### config.mk
export PLATFORM = sky130hd
export DESIGN_NAME = keypad_entry
export DESIGN_NICKNAME = d
export VERILOG_FILES = /design/src/rtl/keypad_entry.sv
export SDC_FILE = /design/constraint.sdc
export NUM_CORES = 1
export LEC_CHECK = 0
export BUFFER_PORTS_ARGS = -buffer_cell sky130_fd_sc_hd__clkbuf_2
export CORE_ASPECT_RATIO = 0.75
export CORE_MARGIN = 3
export CORE_UTILIZATION = 56
export CTS_CLUSTER_DIAMETER = 120
export CTS_CLUSTER_SIZE = 16
export DETAILED_ROUTE_END_ITERATION = 10
export PLACE_DENSITY = 0.8
export SETUP_SLACK_MARGIN = 0.02
export SLEW_MARGIN = 0
export SYNTH_ARGS = -nofsm -noshare
export SYNTH_HDL_FRONTEND = slang
export SYNTH_SLANG_ARGS = --single-unit
### constraint.sdc
create_clock -name clk -period 9.05 [get_ports clk]
set_input_delay 0.905 -clock clk [delete_from_list [all_inputs] [get_ports clk]]
set_output_delay 0.905 -clock clk [all_outputs]
set_load 0.005 [all_outputs]
### src/rtl/keypad_entry.sv
// keypad_entry: 4x4 matrix keypad scanner with scan-level debounce and a
// decimal accumulator. Completed numbers go to the CPU over valid/ready.
module keypad_entry #(
  parameter int SCAN_TICKS     = 5000,
  parameter int DEBOUNCE_SCANS = 4
) (
  input  logic       clk,
  input  logic       rst_n,
  output logic [3:0] row_sel,
  input  logic [3:0] col_in,
  output logic [7:0] entry,
  output logic [7:0] number,
  output logic       number_valid,
  input  logic       number_ready,
  output logic       key_valid,
  output logic [3:0] key_code,
  output logic       err
);

  localparam int            TW       = $clog2(SCAN_TICKS);
  localparam logic [TW-1:0] TICK_MAX = TW'(SCAN_TICKS - 1);
  localparam logic [3:0]    DB       = 4'(DEBOUNCE_SCANS);

  localparam logic [3:0] CODE_CLEAR = 4'd10;
  localparam logic [3:0] CODE_BACK  = 4'd11;
  localparam logic [3:0] CODE_ENTER = 4'd15;

  typedef enum logic [1:0] {
    S_IDLE,
    S_PRESSING,
    S_HELD,
    S_RELEASING
  } state_t;

  // Position-to-legend map: rows read 1 2 3 A / 4 5 6 B / 7 8 9 C / E 0 F D.
  function automatic logic [3:0] legend(input logic [3:0] pos);
    case (pos)
      4'd0:    legend = 4'd1;
      4'd1:    legend = 4'd2;
      4'd2:    legend = 4'd3;
      4'd3:    legend = 4'hA;
      4'd4:    legend = 4'd4;
      4'd5:    legend = 4'd5;
      4'd6:    legend = 4'd6;
      4'd7:    legend = 4'hB;
      4'd8:    legend = 4'd7;
      4'd9:    legend = 4'd8;
      4'd10:   legend = 4'd9;
      4'd11:   legend = 4'hC;
      4'd12:   legend = 4'hE;
      4'd13:   legend = 4'd0;
      4'd14:   legend = 4'hF;
      default: legend = 4'hD;
    endcase
  endfunction

  logic [3:0]    col_s1_q, col_s2_q;
  logic [TW-1:0] tick_q;
  logic [1:0]    row_q;
  logic [3:0]    row_sel_q;
  logic [11:0]   snap_q;
  logic [15:0]   scan_q;
  logic          scan_done_q;

  state_t        state_q;
  logic [3:0]    cnt_q;
  logic [3:0]    pos_q;
  logic          key_valid_q;
  logic [3:0]    key_code_q;

  logic [7:0]    entry_q, number_q;
  logic          number_valid_q;
  logic          err_q;

  logic [4:0]    cls_cnt;
  logic [3:0]    cls_pos;
  logic          is_none, is_key;
  logic [11:0]   prod;
  logic          xfer;

  // Two-flop synchronizer for the asynchronous column inputs.
  always_ff @(posedge clk or negedge rst_n) begin
    if (!rst_n) begin
      col_s1_q <= '0;
      col_s2_q <= '0;
    end else begin
      // NOTE: non-blocking here so each flop samples the other's old value; blocking would collapse the two stages into one.
      col_s1_q <= col_in;
      col_s2_q <= col_s1_q;
    end
  end

  // Row rotation, per-row column sampling and full-scan snapshot.
  always_ff @(posedge clk or negedge rst_n) begin
    if (!rst_n) begin
      tick_q      <= '0;
      row_q       <= '0;
      row_sel_q   <= 4'b0001;
      snap_q      <= '0;
      scan_q      <= '0;
      scan_done_q <= 1'b0;
    end else begin
      scan_done_q <= 1'b0;
      if (tick_q == TICK_MAX) begin
        tick_q    <= '0;
        row_q     <= row_q + 2'd1;
        row_sel_q <= {row_sel_q[2:0], row_sel_q[3]};
        case (row_q)
          2'd0: snap_q[3:0]  <= col_s2_q;
          2'd1: snap_q[7:4]  <= col_s2_q;
          2'd2: snap_q[11:8] <= col_s2_q;
          default: begin
            scan_q      <= {col_s2_q, snap_q};
            scan_done_q <= 1'b1;
          end
        endcase
      end else begin
        tick_q <= tick_q + TW'(1);
      end
    end
  end

  // Classify the latest full scan as NONE, a single KEY(p), or MULTI.
  always_comb begin
    // NOTE: defaults first so every path assigns every output and no latch is inferred.
    cls_cnt = '0;
    cls_pos = '0;
    for (int i = 0; i < 16; i++) begin
      if (scan_q[i]) begin
        cls_cnt = cls_cnt + 5'd1;
        cls_pos = 4'(i);
      end
    end
    is_none = (cls_cnt == 5'd0);
    is_key  = (cls_cnt == 5'd1);
  end

  // Debounce FSM: advances once per completed scan, emits one press pulse.
  always_ff @(posedge clk or negedge rst_n) begin
    if (!rst_n) begin
      state_q     <= S_IDLE;
      cnt_q       <= '0;
      pos_q       <= '0;
      key_valid_q <= 1'b0;
      key_code_q  <= '0;
    end else begin
      key_valid_q <= 1'b0;
      if (scan_done_q) begin
        case (state_q)
          S_IDLE: begin
            if (is_key) begin
              pos_q <= cls_pos;
              if (DB == 4'd1) begin
                key_valid_q <= 1'b1;
                key_code_q  <= legend(cls_pos);
                cnt_q       <= '0;
                state_q     <= S_HELD;
              end else begin
                cnt_q   <= 4'd1;
                state_q <= S_PRESSING;
              end
            end
          end
          S_PRESSING: begin
            if (is_key && cls_pos == pos_q) begin
              if (cnt_q + 4'd1 == DB) begin
                key_valid_q <= 1'b1;
                key_code_q  <= legend(pos_q);
                cnt_q       <= '0;
                state_q     <= S_HELD;
              end else begin
                cnt_q <= cnt_q + 4'd1;
              end
            end else if (is_key) begin
              pos_q <= cls_pos;
              cnt_q <= 4'd1;
            end else begin
              cnt_q   <= '0;
              state_q <= S_IDLE;
            end
          end
          S_HELD: begin
            if (is_none) begin
              if (DB == 4'd1) begin
                cnt_q   <= '0;
                state_q <= S_IDLE;
              end else begin
                cnt_q   <= 4'd1;
                state_q <= S_RELEASING;
              end
            end
          end
          default: begin
            if (is_none) begin
              if (cnt_q + 4'd1 == DB) begin
                cnt_q   <= '0;
                state_q <= S_IDLE;
              end else begin
                cnt_q <= cnt_q + 4'd1;
              end
            end else begin
              cnt_q   <= '0;
              state_q <= S_HELD;
            end
          end
        endcase
      end
    end
  end

  // Digit append computed at 12 bits so overflow past 255 is detectable.
  always_comb begin
    prod = {4'd0, entry_q} * 12'd10 + {8'd0, key_code_q};
    xfer = number_valid_q & number_ready;
  end

  // Accumulator and CPU handshake, acting on each accepted press.
  always_ff @(posedge clk or negedge rst_n) begin
    if (!rst_n) begin
      entry_q        <= '0;
      number_q       <= '0;
      number_valid_q <= 1'b0;
      err_q          <= 1'b0;
    end else begin
      err_q <= 1'b0;
      if (xfer) begin
        number_valid_q <= 1'b0;
      end
      if (key_valid_q) begin
        if (key_code_q <= 4'd9) begin
          if (prod <= 12'd255) begin
            entry_q <= prod[7:0];
          end else begin
            err_q <= 1'b1;
          end
        end else if (key_code_q == CODE_CLEAR) begin
          entry_q <= '0;
        end else if (key_code_q == CODE_BACK) begin
          entry_q <= entry_q / 8'd10;
        end else if (key_code_q == CODE_ENTER) begin
          if (!number_valid_q || xfer) begin
            // Later assignment wins: an Enter on a transfer edge keeps valid high.
            number_q       <= entry_q;
            number_valid_q <= 1'b1;
            entry_q        <= '0;
          end else begin
            err_q <= 1'b1;
          end
        end
      end
    end
  end

  assign row_sel      = row_sel_q;
  assign entry        = entry_q;
  assign number       = number_q;
  assign number_valid = number_valid_q;
  assign key_valid    = key_valid_q;
  assign key_code     = key_code_q;
  assign err          = err_q;

endmodule

==> results summary <==
The flow ran to the end, but the final reports show violations. The final reports fail on setup timing. For this run, the post-layout net count is 796. The clock slew seen by the registers of the worst setup and hold paths came out at 70 ps. The fraction of registers with async set or reset after synthesis came out at 1.00.

The average routed wire per standard cell is 17.2 µm. The flip-flop and latch count after synthesis came out at 89. The first global-routing pass estimated 24.7 mm of wire. The hold violation count in the final report came to 0. The total wire length after detailed routing is 15.2 mm.

The count of placed standard cells including taps came out at 853. The number of enable-type register cells in the synthesized netlist came out at 0. The count of different cell masters after synthesis is 77.

The final period utilization is 1.02. The design area came out at 0.00772 mm². The congestion estimate from routability-driven global placement came to 0.885.

The floorplan step defined a die boundary enclosing 0.0128 mm². In the routed design, unresolved DRC markers number 0. The post-route minimum period came out at 9260 ps.

Across the run, the number of max-cap violations was 0. The detailed router finished its first iteration with 359 violations. The number of sinks driven by the clock tree came out at 89. The initial antenna violation count came to 0. The library cells used most frequently in the layout, excluding fill and tap cells, are 88 x dfrtp_1, 59 x nand2_1, 50 x buf_4. The starting density of the core came out at 0.581. The count of buffers added on input and output ports is 33. The total number of H-tree levels came out at 3. The highest ir drop seen on vdd came out at 0.000153 V. For this run the aggregate overflow at the end of global routing stands at 0. The number of pins exceeding their max-slew limit in the final report is 0. Derived from the worst setup path, the maximum achievable clock frequency is 108 MHz. The total track usage came out at 0.238. The remaining number of nets flagged by the antenna check after routing came out at 0. The min-delay analysis places its worst path in the category flip-flop to flip-flop.

The mean post-synth cell area came out at 9.62 µm². The clock passes through at most 2 buffers. The ratio of cells with drive above 1 in the final layout is 0.280. The endpoint required time on the critical path came out at 9260 ps. Along the worst path, the maximum fanout reaches 5. Counting stages on the worst path, the most repeated cell is ha_4. The number of global-route vias before repair is 5162. STA classifies the critical path endpoint as a flip-flop. Data arrives at the worst endpoint at 9470 ps. In this design, the stage delay of the slowest critical-path cell is 410 ps. The wire-length estimate of the detail-placed layout is 10.5 mm. The count of endpoints failing setup in the final report is 13. Summing all placed instances gives a cell area of 0.00710 mm². The total of fill cells in the finished design came out at 790. The routed via count came out at 5311. The number of nets in the synthesized netlist came out at 724. On the critical path, the stage with the largest delay is an instance of dfrtp_1. The non-filler instance count after layout is 886.

The area overhead of the layout relative to synthesis came out at 20.0%. In this run the power density over the cells is 102 mW/mm². Setup repair after global routing could not meet its margin everywhere.

The worst slew slack as a fraction of its limit came out at 0.411. The worst-case clock skew is 12.0 ps. The proportion of synthesized chip area in sequential cells is 0.346.

During synthesis, Yosys emitted a total of 0 warnings. TritonCTS built the clock tree. The die is 98.8 µm tall. The detailed-route vias per instance is 5.99. The area of the core came out at 0.0111 mm². Leaving out fill and tap cells, the most frequent cell in the layout is dfrtp_1. Entering global routing, the biggest net connects 74 pins. The number of core rows came out at 33. The transition time at the pin with the least slew margin is 883 ps. The pre-antenna-repair detailed-routing pass consisted of 4 iterations. The root cell of the clock tree is clkbuf_16. The number of primary I/O pins came out at 34. The latest clock arrival within the worst-skew pair came out at 340 ps.

STA classifies the critical path startpoint as a flip-flop. The mapped cell area came out at 0.00643 mm². The final critical-path setup slack is -207 ps. The worst setup path is of the flip-flop to flip-flop kind.

The reported leakage power came out at 3.68 nW. Clock tree synthesis inserted a total of 9 buffers. Counting every instance in the synthesized netlist gives 669.

The number of antenna diodes in the final layout is 0. The prevailing post-synth register cell is dfrtp_1. The chip width is 130 µm. For this design, the CTS-stage hold fixing added 0 buffers.
==> critical path: cells and delay by family (launching register included) <==
family	cells	cell delay [ps]
buffers and inverters	5	550
and+or+nand+nor	14	1950
AOI/OAI and AO/OA	9	1490
adders and majority gates	14	3370
DFF	1	410
muxes	4	940
xor gates and xnor gates	3	410
==> final cells by class <==
| class | instances | area (µm²) | share of cell area |
|---|---|---|---|
| clock buffers | 10 | 229 | 0.0297 |
| clock inverters | 6 | 73.8 | 0.00956 |
| well taps | 140 | 175 | 0.0227 |
| flip-flops and latches | 89 | 2230 | 0.289 |
| repair buffers | 85 | 569 | 0.0738 |
| inverters | 45 | 169 | 0.0219 |
| multi-input cells | 511 | 4270 | 0.554 |
==> synthesized netlist by cell type, types with 4 or more instances <==
cell / count / share of area
nand4b_1: 4 / 0.0054
nor3_1: 7 / 0.0054
and3_1: 10 / 0.0097
xnor2_2: 4 / 0.010
ha_1: 46 / 0.089
nand2b_1: 10 / 0.0097
mux2i_1: 13 / 0.020
nand2_1: 65 / 0.038
nand3_1: 23 / 0.018
a21oi_1: 33 / 0.026
a31oi_1: 5 / 0.0049
or3_1: 5 / 0.0049
o211ai_1: 4 / 0.0047
nor4_1: 5 / 0.0049
nor3b_1: 6 / 0.0070
clkbuf_1: 23 / 0.013
nor2_1: 36 / 0.021
and2_1: 4 / 0.0039
inv_1: 42 / 0.025
a211oi_1: 4 / 0.0047
a21o_1: 6 / 0.0070
dfrtp_1: 88 / 0.34
o31ai_1: 5 / 0.0058
xor2_1: 16 / 0.022
mux2_2: 42 / 0.074
o21a_1: 5 / 0.0058
xnor2_1: 43 / 0.059
nor2b_1: 4 / 0.0039
o21ai_0: 37 / 0.029
o22ai_1: 7 / 0.0068
o221ai_1: 4 / 0.0054
==> stage by stage <==
step                      power (mW)  hold WS, ps  setup WS [ps]  TNS [ps]   util
after floorplan                0.408          331           -237     -1150      -
after global placement         0.417          334           -226     -1330  0.642
after detailed placement       0.418          336           -585     -6280  0.642
after CTS                      0.793          351           -163      -825  0.687
after global routing           0.810          355           -599     -7410  0.698
final                          0.789          351           -207     -1760  0.698
==> cells by family (layout without fill, tap and decap cells) <==
| kind of cell | Yosys count | in the layout | share of synthesized area |
|---|---|---|---|
| buffers and inverters | 69 | 146 | 0.0414 |
| flip-flops | 89 | 89 | 0.346 |
| AO/OA/AOI/OAI | 140 | 140 | 0.147 |
| XOR/XNOR | 69 | 69 | 0.113 |
| adder cells (fa/ha/maj) | 50 | 50 | 0.0988 |
| AND/OR/NAND/NOR | 195 | 195 | 0.155 |
| multiplexers | 57 | 57 | 0.0982 |
==> report_power, final <==
group	total, mW	internal, mW	switching [mW]
combinational	0.00897	0.00143	0.00754
sequential	0.401	0.399	0.00140
clock	0.379	0.218	0.161
total	0.789	0.619	0.170
==> final timing paths <==
kind | to | cells past startpoint | slack [ps] | from
max reg2reg | key_code[3] | 49 | -210 | scan_q[1]
max | key_code[3] | 49 | -210 | scan_q[1]
min in group asynchronous | state_q[1] | 1 | 420 | rst_n
min reg2reg | col_s2_q[1] | 0 | 350 | col_s1_q[1]
max in group asynchronous | tick_q[5] | 2 | 7480 | rst_n
min | col_s2_q[1] | 0 | 350 | col_s1_q[1]
==> sequential cells by signal (all words and copies together), names as in the netlist, 4 cells and up <==
| register | cells |
|---|---|
| snap_q | 12 |
| entry | 8 |
| tick_q | 13 |
| col_s1_q | 4 |
| col_s2_q | 4 |
| scan_q | 16 |
| number | 8 |
| key_code | 4 |
| cnt_q | 4 |
| row_sel | 4 |
| pos_q | 4 |
==> per-layer routing <==
| layer | GRT usage | routed length [µm] |
|---|---|---|
| met5 | 0 | 0 |
| met4 | 0.0543 | 244 |
| met3 | 0.0471 | 725 |
| met2 | 0.400 | 7550 |
| met1 | 0.320 | 6680 |
==> timing repair <==
action | CTS | global route
pin swaps | 17 | 15
buffers inserted | 12 | 5
gates resized for setup | 21 | 15
endpoints found under the setup margin | 15 | 15
Power figures use the tool's default switching activity.
